**src/rtl/cu_sequencer_if.sv**
```systemverilog
// Instruction memory fetch port shared by the sequencer and the memory model.
// master: drives imem_req/imem_addr, receives imem_ack/imem_rdata.
// slave:  receives imem_req/imem_addr, drives imem_ack/imem_rdata.
interface cu_sequencer_if #(
    parameter int PC_W = 64
);
    logic            imem_req;
    logic [PC_W-1:0] imem_addr;
    logic            imem_ack;
    logic [31:0]     imem_rdata;

    modport master (
        output imem_req,
        output imem_addr,
        input  imem_ack,
        input  imem_rdata
    );

    modport slave (
        input  imem_req,
        input  imem_addr,
        output imem_ack,
        output imem_rdata
    );
endinterface

```
**src/rtl/cu_sequencer.sv**
```systemverilog
// ULM instruction-cycle controller: fetch, decode pulse, execute wait,
// PC advance (sequential or relative jump) and halt parking.
// Ports: clk, rst (sync, active-low); imem (fetch port, master side);
//   ir/dec_en to the decoder; cu_halt/cu_jmp/jmp_offset/exit_code_in,
//   bus_pending/bus_done/io_busy from the decoder and units;
//   pc, halted, exit_code status outputs.
// Optional build macro CU_SEQ_RETIRE_COUNT_EN adds retired[63:0] and
//   retire_pulse (instruction retirement counter).
module cu_sequencer #(
    parameter int              PC_W     = 64,
    parameter logic [PC_W-1:0] RESET_PC = '0
) (
    input  logic              clk,
    input  logic              rst,
    cu_sequencer_if.master    imem,
    output logic [31:0]       ir,
    output logic              dec_en,
    input  logic              cu_halt,
    input  logic              cu_jmp,
    input  logic [23:0]       jmp_offset,
    input  logic [7:0]        exit_code_in,
    input  logic              bus_pending,
    input  logic              bus_done,
    input  logic              io_busy,
    output logic [PC_W-1:0]   pc,
    output logic              halted,
`ifdef CU_SEQ_RETIRE_COUNT_EN
    output logic [63:0]       retired,
    output logic              retire_pulse,
`endif
    output logic [7:0]        exit_code
);

    typedef enum logic [2:0] {
        S_FETCH,
        S_DECODE,
        S_EXEC,
        S_WAIT,
        S_ADVANCE,
        S_HALT
    } state_e;

    state_e          state_q, state_d;
    logic [PC_W-1:0] pc_q, pc_d;
    logic [31:0]     ir_q, ir_d;
    logic            halted_q, halted_d;
    logic [7:0]      exit_code_q, exit_code_d;
    logic            done_seen_q, done_seen_d;

    logic            req;
    logic            dec;
    logic            retire;
    logic            done_now;
    logic [PC_W-1:0] jmp_ext;
    logic [PC_W-1:0] jmp_delta;

    // Offset counts instruction words; sign-extend then scale to bytes.
    assign jmp_ext   = PC_W'($signed(jmp_offset));
    assign jmp_delta = jmp_ext << 2;

    // A completion pulse in the current cycle counts as seen.
    assign done_now = done_seen_q | bus_done;

    always_comb begin
        state_d     = state_q;
        pc_d        = pc_q;
        ir_d        = ir_q;
        halted_d    = halted_q;
        exit_code_d = exit_code_q;
        done_seen_d = done_seen_q;
        req         = 1'b0;
        dec         = 1'b0;
        retire      = 1'b0;

        unique case (state_q)
            S_FETCH: begin
                req = 1'b1;
                if (imem.imem_ack) begin
                    ir_d    = imem.imem_rdata;
                    state_d = S_DECODE;
                end
            end
            S_DECODE: begin
                dec     = 1'b1;
                state_d = S_EXEC;
            end
            S_EXEC: begin
                if (cu_halt) begin
                    exit_code_d = exit_code_in;
                    halted_d    = 1'b1;
                    retire      = 1'b1;
                    state_d     = S_HALT;
                end else if ((bus_pending && !bus_done) || io_busy) begin
                    done_seen_d = done_now;
                    state_d     = S_WAIT;
                end else begin
                    state_d = S_ADVANCE;
                end
            end
            S_WAIT: begin
                done_seen_d = done_now;
                if (!((bus_pending && !done_now) || io_busy)) begin
                    state_d = S_ADVANCE;
                end
            end
            S_ADVANCE: begin
                if (cu_jmp) begin
                    pc_d = pc_q + jmp_delta;
                end else begin
                    pc_d = pc_q + PC_W'(4);
                end
                done_seen_d = 1'b0;
                retire      = 1'b1;
                state_d     = S_FETCH;
            end
            S_HALT: begin
                state_d = S_HALT;
            end
            default: begin
                state_d = S_FETCH;
            end
        endcase
    end

    always_ff @(posedge clk) begin
        if (!rst) begin
            state_q     <= S_FETCH;
            pc_q        <= RESET_PC;
            ir_q        <= '0;
            halted_q    <= 1'b0;
            exit_code_q <= '0;
            done_seen_q <= 1'b0;
        end else begin
            state_q     <= state_d;
            pc_q        <= pc_d;
            ir_q        <= ir_d;
            halted_q    <= halted_d;
            exit_code_q <= exit_code_d;
            done_seen_q <= done_seen_d;
        end
    end

`ifdef CU_SEQ_RETIRE_COUNT_EN
    logic [63:0] retired_q, retired_d;
    logic        retire_pulse_q;

    assign retired_d = retire ? retired_q + 64'd1 : retired_q;

    always_ff @(posedge clk) begin
        if (!rst) begin
            retired_q      <= '0;
            retire_pulse_q <= 1'b0;
        end else begin
            retired_q      <= retired_d;
            retire_pulse_q <= retire;
        end
    end

    assign retired      = retired_q;
    assign retire_pulse = retire_pulse_q;
`endif

    // Strobes are gated by rst so they stay low in the reset cycle
    // regardless of the state left over from before reset.
    assign imem.imem_req  = req & rst;
    assign imem.imem_addr = pc_q;
    assign dec_en         = dec & rst;
    assign ir             = ir_q;
    assign pc             = pc_q;
    assign halted         = halted_q;
    assign exit_code      = exit_code_q;

endmodule

```
**src/flat_wrapper.sv**
```systemverilog
// flat-port wrapper written by rule: the top's interface ports become plain ports
module cu_sequencer_flat 
#(
    parameter int              PC_W     = 64,
    parameter logic [PC_W-1:0] RESET_PC = '0
)
  (clk, rst, ir, dec_en, cu_halt, cu_jmp, jmp_offset, exit_code_in, bus_pending, bus_done, io_busy, pc, halted, exit_code, imem_imem_req, imem_imem_addr, imem_imem_ack, imem_imem_rdata);
  cu_sequencer_if #(.PC_W(PC_W)) imem_i ();
  input  logic clk;
  input  logic rst;
  output logic [31:0] ir;
  output logic dec_en;
  input  logic cu_halt;
  input  logic cu_jmp;
  input  logic [23:0] jmp_offset;
  input  logic [7:0] exit_code_in;
  input  logic bus_pending;
  input  logic bus_done;
  input  logic io_busy;
  output logic [PC_W-1:0] pc;
  output logic halted;
  output logic [7:0] exit_code;
  output wire logic [$bits(imem_i.imem_req)-1:0] imem_imem_req;
  output wire logic [$bits(imem_i.imem_addr)-1:0] imem_imem_addr;
  input wire logic [$bits(imem_i.imem_ack)-1:0] imem_imem_ack;
  input wire logic [$bits(imem_i.imem_rdata)-1:0] imem_imem_rdata;
  assign imem_imem_req = imem_i.imem_req;
  assign imem_imem_addr = imem_i.imem_addr;
  assign imem_i.imem_ack = imem_imem_ack;
  assign imem_i.imem_rdata = imem_imem_rdata;
  cu_sequencer #(.PC_W(PC_W), .RESET_PC(RESET_PC)) u_core (.clk(clk), .rst(rst), .imem(imem_i), .ir(ir), .dec_en(dec_en), .cu_halt(cu_halt), .cu_jmp(cu_jmp), .jmp_offset(jmp_offset), .exit_code_in(exit_code_in), .bus_pending(bus_pending), .bus_done(bus_done), .io_busy(io_busy), .pc(pc), .halted(halted), .exit_code(exit_code));
endmodule
```
**config.mk**
```make
export PLATFORM = sky130hd
export DESIGN_NAME = cu_sequencer_flat
export DESIGN_NICKNAME = d
export VERILOG_FILES = /design/src/rtl/cu_sequencer_if.sv /design/src/rtl/cu_sequencer.sv /design/src/flat_wrapper.sv
export SDC_FILE = /design/constraint.sdc
export NUM_CORES = 1
export LEC_CHECK = 0
export ABC_CLOCK_PERIOD_IN_PS = 4700
export BUFFER_PORTS_ARGS = -buffer_cell sky130_fd_sc_hd__buf_2
export CAP_MARGIN = 5
export CORE_ASPECT_RATIO = 0.6
export CORE_UTILIZATION = 55
export CTS_BUF_LIST = sky130_fd_sc_hd__clkbuf_4
export DETAILED_ROUTE_END_ITERATION = 7
export MAX_ROUTING_LAYER = met4
export PLACE_DENSITY = 0.92
export SLEW_MARGIN = 20
export SYNTH_ARGS = -nofsm -noshare
export SYNTH_HDL_FRONTEND = slang
export SYNTH_SLANG_ARGS = --single-unit
```
**constraint.sdc**
```tcl
create_clock -name clk -period 4.7 [get_ports clk]
set_input_delay 0.705 -clock clk [delete_from_list [all_inputs] [get_ports clk]]
set_output_delay 0.705 -clock clk [all_outputs]
set_load 0.02 [all_outputs]
```
==> flow_metrics.tcl, run 1 <==
set metrics [dict create \
    min_path_type "primary input to flip-flop" \
    grt_max_degree 69 \
    fin_util_pct 62.07 \
    track_usage_pct 35.52 \
    setup_viol 0 \
    gp_congestion 1.078 \
    htree_levels 3 \
    rsz0062_at_grt "false" \
    cap_violations 0 \
    path_buf_inv 1 \
    whs_endpoint "u_core.ir[11]$_SDFFE_PN0P_" \
    start_util_pct 56.45 \
    fin_skew_ns 0.02478 \
    ys_seq_elements 107 \
    ant_nets 0 \
    crit_start "cu_jmp" \
    finalMaxSlewViolations 0 \
    ios 243 \
    root_buffer "clkbuf_4" \
    p_seq_share_pct 44.7 \
    pre_cts_ws_ns 0.6126 \
    powerDensity_nw_per_um2 250.1 \
    ys_types 82 \
    stdcell_count 1526 \
    cp_cell_sequence "buf_2 -> and2_1 -> ha_1 -> a21o_1 -> a31oi_1 -> a211oi_2 -> o211ai_1 -> a41oi_1 -> mux2_2 -> o211ai_1 -> o31ai_1" \
    period_share_pct 79.46 \
    std_cell_rows 35 \
    p_switching_mw 1.010 \
    post-place-cells 1510 \
    cts.repair.resized 0 \
    crit_family "compound AO/OA/AOI/OAI gates" \
    cts_tree "done" \
    tns_ns 0 \
    r2r_end "u_core.imem.imem_addr[51]$_SDFFE_PN0N_" \
    fmax_ghz 0.2678 \
    power.leakage_nw 4.152 \
    critical_path_arrival_ns 4.13 \
    p_clk_share_pct 22.1 \
    crit_slowest_cell "o211ai_1" \
    clock-sinks 107 \
    min_period_ns 3.735 \
    drt-total-wl_um 29040 \
    worstRegToRegCells 8 \
    layout_setup_ws_ns 0.9655 \
    first_global_vias 8286 \
    reg2reg_slack_ns 1.27 \
    cp.required_ns 5.10 \
    ir_worst_vdd_v 0.0001607 \
    p_comb_share_pct 33.1 \
    cell_internal_pwr_mw 1.377 \
    ys_async_sr_fraction_pct 0 \
    grt_first_pass_wirelength_um 44450 \
    worstSetupPathType "primary input to flip-flop" \
    die_w_um 164.2 \
    dp_hpwl_um 21530 \
    crit_fanout 28 \
    switching_share_pct 42.31 \
    clockBufferDepth 2 \
    fin_nets 1414 \
    cts_buffers 9 \
    status "finished, violations left" \
    multiInputGateArea_um2 5619 \
    hold_depth 3 \
    area_growth_pct 9.950 \
    relSlewSlack_pct 27.89 \
    grt.overflow.total 0 \
    die_h_um 99.29 \
    ys.flop_type "dfxtp_1" \
    port_buffers 238 \
    post_cts_buffers 0 \
    postCtsHoldBufs 0 \
    synth-edff-count 0 \
    fp.coreArea_um2 15370 \
    finalHoldViolCount 0 \
    tightest_slew_ns 1.082 \
    synth_cells 1210 \
    regArea_um2 2142 \
    synth_seq_area_share_pct 24.69 \
    drt_first_iter_violations 1403 \
    hold_start "imem_imem_rdata[11]" \
    synth_area_um2 8677 \
    num_antenna_cells 0 \
    drc 5 \
    total_power_mw 2.387 \
    dr_total_vias 9690 \
    drive_gt1_share_pct 21.92 \
    clk_latency_ns 0.49 \
    avgSynthCellArea_um2 7.171 \
    firstDrtPassIters 8 \
    startpoint_type "primary input" \
    nFillCells 1390 \
    cp_slowest_stage_delay_ns 0.58 \
    cp_common_cell "o211ai_1" \
    antenna_found_initial 0 \
    path_clk_slew_ns 0.21 \
    path_depth 11 \
    r2r_start "u_core.imem.imem_addr[28]$_SDFFE_PN0N_" \
    drt-wirelength-per-cell_um 19.03 \
    yosysWarnings 0 \
    dieArea_um2 16300 \
    vias_per_cell 6.350 \
    worstSetupEndpointType "flip-flop" \
    violations "design-rule violations" \
]
==> power by group through the flow <==
stage / clock network (mW) / registers, mW / logic, mW
floorplan: 0 / 1.12 / 0.515
global placement: 0 / 1.08 / 0.755
detailed placement: 0 / 1.08 / 0.769
CTS: 0.537 / 1.06 / 0.771
global route: 0.568 / 1.08 / 0.855
finish: 0.529 / 1.07 / 0.791
==> cell type report <==
cell class	instances	area share (%)
Tap cell	203	2.662
Multi-Input combinational cell	930	58.90
Clock inverter	7	0.9311
Sequential cell	107	22.45
Clock buffer	9	0.7082
Timing Repair Buffer	250	13.56
Inverter	20	0.7869
==> cell usage after synthesis (11+ instances only) <==
cell      number  share of area [%]
a21boi_0      12                1.0
a21o_1        11               0.95
a21oi_1      110                6.3
a31oi_1       14                1.0
and2_1        39                2.8
and3_1        23                1.7
buf_2         17               0.98
buf_4         66                5.7
clkbuf_1      70                3.0
dfxtp_1      107                 25
ha_1          23                3.3
inv_1         20               0.87
mux2i_1       39                4.5
nand2_1      193                8.3
nand2b_1      31                2.2
nand3_1       40                2.3
nand4_1       18                1.3
nor2_1        67                2.9
nor3_1        34                2.0
nor4_1        21                1.5
o211ai_1      16                1.4
o21ai_0       46                2.7
o31ai_1       11               0.95
or3_1         18                1.3
xnor2_1       15                1.5
==> cells in the final DEF (no fill, tap or decap), drive strengths merged, types with 18 or more instances in the layout <==
cell type	n
a21oi	110
and2	41
and3	23
buf	250
dfxtp	107
ha	23
inv	24
mux2i	39
nand2	193
nand2b	31
nand3	40
nand4	18
nor2	67
nor3	34
nor4	21
o21ai	48
or3	18
==> how the worst max path moves through the flow <==
stage                                             end
5_1_grt        u_core.imem.imem_addr[36]$_SDFFE_PN0N_
3_5_place_dp   u_core.imem.imem_addr[41]$_SDFFE_PN0N_
3_3_place_gp   u_core.imem.imem_addr[41]$_SDFFE_PN0N_
6_report       u_core.imem.imem_addr[41]$_SDFFE_PN0N_
4_1_cts        u_core.imem.imem_addr[41]$_SDFFE_PN0N_
2_1_floorplan  u_core.imem.imem_addr[36]$_SDFFE_PN0N_
==> cell families after synthesis <==
logic type	Yosys count	share of synthesized area (%)
other cells	1	0.04322
xor+xnor	18	1.817
compound gates	305	23.19
flops	107	24.69
simple gates	537	31.12
buf+inv	176	10.71
mux	42	4.888
fa+ha+maj	24	3.547
==> stage by stage <==
stage          instance area [um2]  hold slack (ns)
6_report                      9540           0.4186
5_1_grt                       9540           0.3686
4_1_cts                       9540           0.3891
3_5_place_dp                  9384           0.4436
3_3_place_gp                  9384           0.4388
2_1_floorplan                 8688           0.4322
==> registers in the layout, indices dropped and copies added, names as in the netlist <==
name,count
u_core.done_seen_q,1
u_core.state_q,3
u_core.imem.imem_addr,62
u_core.exit_code,8
u_core.ir,32
u_core.halted,1
==> per-layer routing <==
metal	vias up	global-route usage [%]	wire length, um
li1	4504	-	-
met1	4423	50.14	12690
met2	689	47.74	11410
met3	74	12.93	4449
met4	0	6.838	494
met5	-	-	0
==> worst min-delay path: stages <==
cell and delay [ns]:
buf_2 0.09, nand2_1 0.05, a21oi_1 0.05
No activity file was read; power rests on OpenSTA's default activity.
==> run 2, diff against run 1 <==
Settings changed: ABC_CLOCK_PERIOD_IN_PS 4700 to 3600.
Clock period 4.7 ns to 3.6 ns, I/O delays scaled along.
==> flow_metrics.tcl, run 2 (synthesis gave the netlist of run 1 again) <==
set metrics [dict create \
    status "finished clean" \
    die_h_um 99.29 \
    power.leakage_nw 4.358 \
    die_w_um 164.2 \
    ios 243 \
    cts_buffers 9 \
    finalMaxSlewViolations 0 \
    reg2reg_slack_ns 0.40 \
    cp_common_cell "o21ai_0" \
    worstRegToRegCells 8 \
    dieArea_um2 16300 \
    drive_gt1_share_pct 24.40 \
    final_cell_mix "buf_2, nand2_1, a21oi_1" \
    ant_nets 0 \
    whs_endpoint "u_core.exit_code[3]$_SDFFE_PN0P_" \
    fin_skew_ns 0.05043 \
    first_global_vias 8545 \
    tightest_slew_ns 1.037 \
    clk_latency_ns 0.53 \
    path_buf_inv 2 \
    drt-wirelength-per-cell_um 19.47 \
    hold_slack_ns 0.2158 \
    dr_total_vias 9967 \
    r2r_end "u_core.imem.imem_addr[36]$_SDFFE_PN0N_" \
    std_cell_rows 35 \
    root_buffer "clkbuf_4" \
    setup_viol 0 \
    post-place-cells 1552 \
    firstDrtPassIters 7 \
    cts.repair.resized 0 \
    gp_congestion 1.035 \
    vias_per_cell 6.357 \
    stdcell_count 1568 \
    port_buffers 238 \
    hold_start "exit_code_in[3]" \
    hold_depth 3 \
    start_util_pct 56.45 \
    worstSetupPathType "primary input to flip-flop" \
    r2r_start "u_core.imem.imem_addr[21]$_SDFFE_PN0N_" \
    fin_nets 1456 \
    crit_slowest_cell "or4_1" \
    antenna_found_initial 0 \
    num_antenna_cells 0 \
    layout_commonest_cell "buf_2" \
    stdcell_area_um2 9857 \
    cp.required_ns 4.08 \
    finalHoldViolCount 0 \
    total_power_mw 3.143 \
    grt.overflow.total 0 \
    grt_max_degree 52 \
    area_growth_pct 13.60 \
    dp_hpwl_um 23450 \
    period_share_pct 89.16 \
    crit_fanout 16 \
    worstSetupEndpointType "flip-flop" \
    cts_tree "done" \
    crit_family "simple AND/OR/NAND/NOR gates" \
    cap_violations 0 \
    drc 0 \
    largest_reg_flops 62 \
    cp_cell_sequence "buf_2 -> buf_4 -> and2_1 -> ha_1 -> nand4_1 -> or3_1 -> o21ai_0 -> o21ai_0 -> and3_1 -> or4_1 -> a21oi_1" \
    fmax_ghz 0.3115 \
    relSlewSlack_pct 30.73 \
    drt_first_iter_violations 1365 \
    startpoint_type "primary input" \
    path_clk_slew_ns 0.22 \
    fp.coreArea_um2 15370 \
    drt-total-wl_um 30540 \
    clock-sinks 107 \
    placed_cell_area_um2 9699 \
    min_period_ns 3.210 \
    cp_slowest_stage_delay_ns 0.47 \
    min_path_type "primary input to flip-flop" \
    powerDensity_nw_per_um2 318.9 \
    track_usage_pct 38.06 \
    critical_path_arrival_ns 3.69 \
    rsz0062_at_grt "false" \
    postCtsHoldBufs 0 \
    htree_levels 3 \
    grt_first_pass_wirelength_um 46910 \
    clockBufferDepth 2 \
    post_cts_buffers 0 \
    ir_worst_vdd_v 0.0002979 \
]
## run 2: cell type report
type | instances | area, um2
multi-input cells | 930 | 5620
fillers | 1458 | 5514
flip-flops and latches | 107 | 2142
repair buffers | 292 | 1609
well taps | 203 | 254.0
clock inverters | 7 | 88.84
inverters | 20 | 75.07
clock buffers | 9 | 67.56
## run 2: worst register-to-register path, cell delays in order, from the launching register on
cell     delay [ns]
dfxtp_1        0.44
ha_1           0.53
nand4_1        0.37
or3_1          0.46
o21ai_0        0.26
o21ai_0        0.25
and3_1         0.25
or4_1          0.47
a21oi_1        0.15
## run 2: worst max-delay path by stage
stage / start / end / slack [ns] / cells after the start
finish: cu_jmp / u_core.imem.imem_addr[36]$_SDFFE_PN0N_ / 0.39 / 11
CTS: u_core.imem.imem_addr[2]$_SDFFE_PN0N_ / u_core.imem.imem_addr[60]$_SDFFE_PN0N_ / 0.44 / 12
global route: u_core.imem.imem_addr[2]$_SDFFE_PN0N_ / u_core.imem.imem_addr[58]$_SDFFE_PN0N_ / 0.21 / 12
global placement: cu_jmp / u_core.imem.imem_addr[44]$_SDFFE_PN0N_ / 0.02 / 12
floorplan: cu_jmp / u_core.imem.imem_addr[36]$_SDFFE_PN0N_ / 0.09 / 12
detailed placement: cu_jmp / u_core.imem.imem_addr[44]$_SDFFE_PN0N_ / -0.006 / 12
## run 2: per-stage QoR
stage	setup slack [ns]	util [%]	setup TNS, ns
6_report	0.3901	64.13	0
5_1_grt	0.2094	64.13	0
4_1_cts	0.4393	64.12	0
3_5_place_dp	-0.005530	63.10	-0.005530
3_3_place_gp	0.01592	63.10	0
2_1_floorplan	0.08546	-	0
## run 2: power breakdown
group	internal, mW	switching [mW]	total [mW]
clock network	0.174	0.509	0.684
logic	0.363	0.703	1.07
registers	1.28	0.117	1.39
## run 2: metal layers
metal / share of wire [%] / global-route usage [%]
met3: 17 / 13.09
met4: 2.0 / 7.977
met1: 44 / 54.87
met5: 0 / -
met2: 38 / 49.92
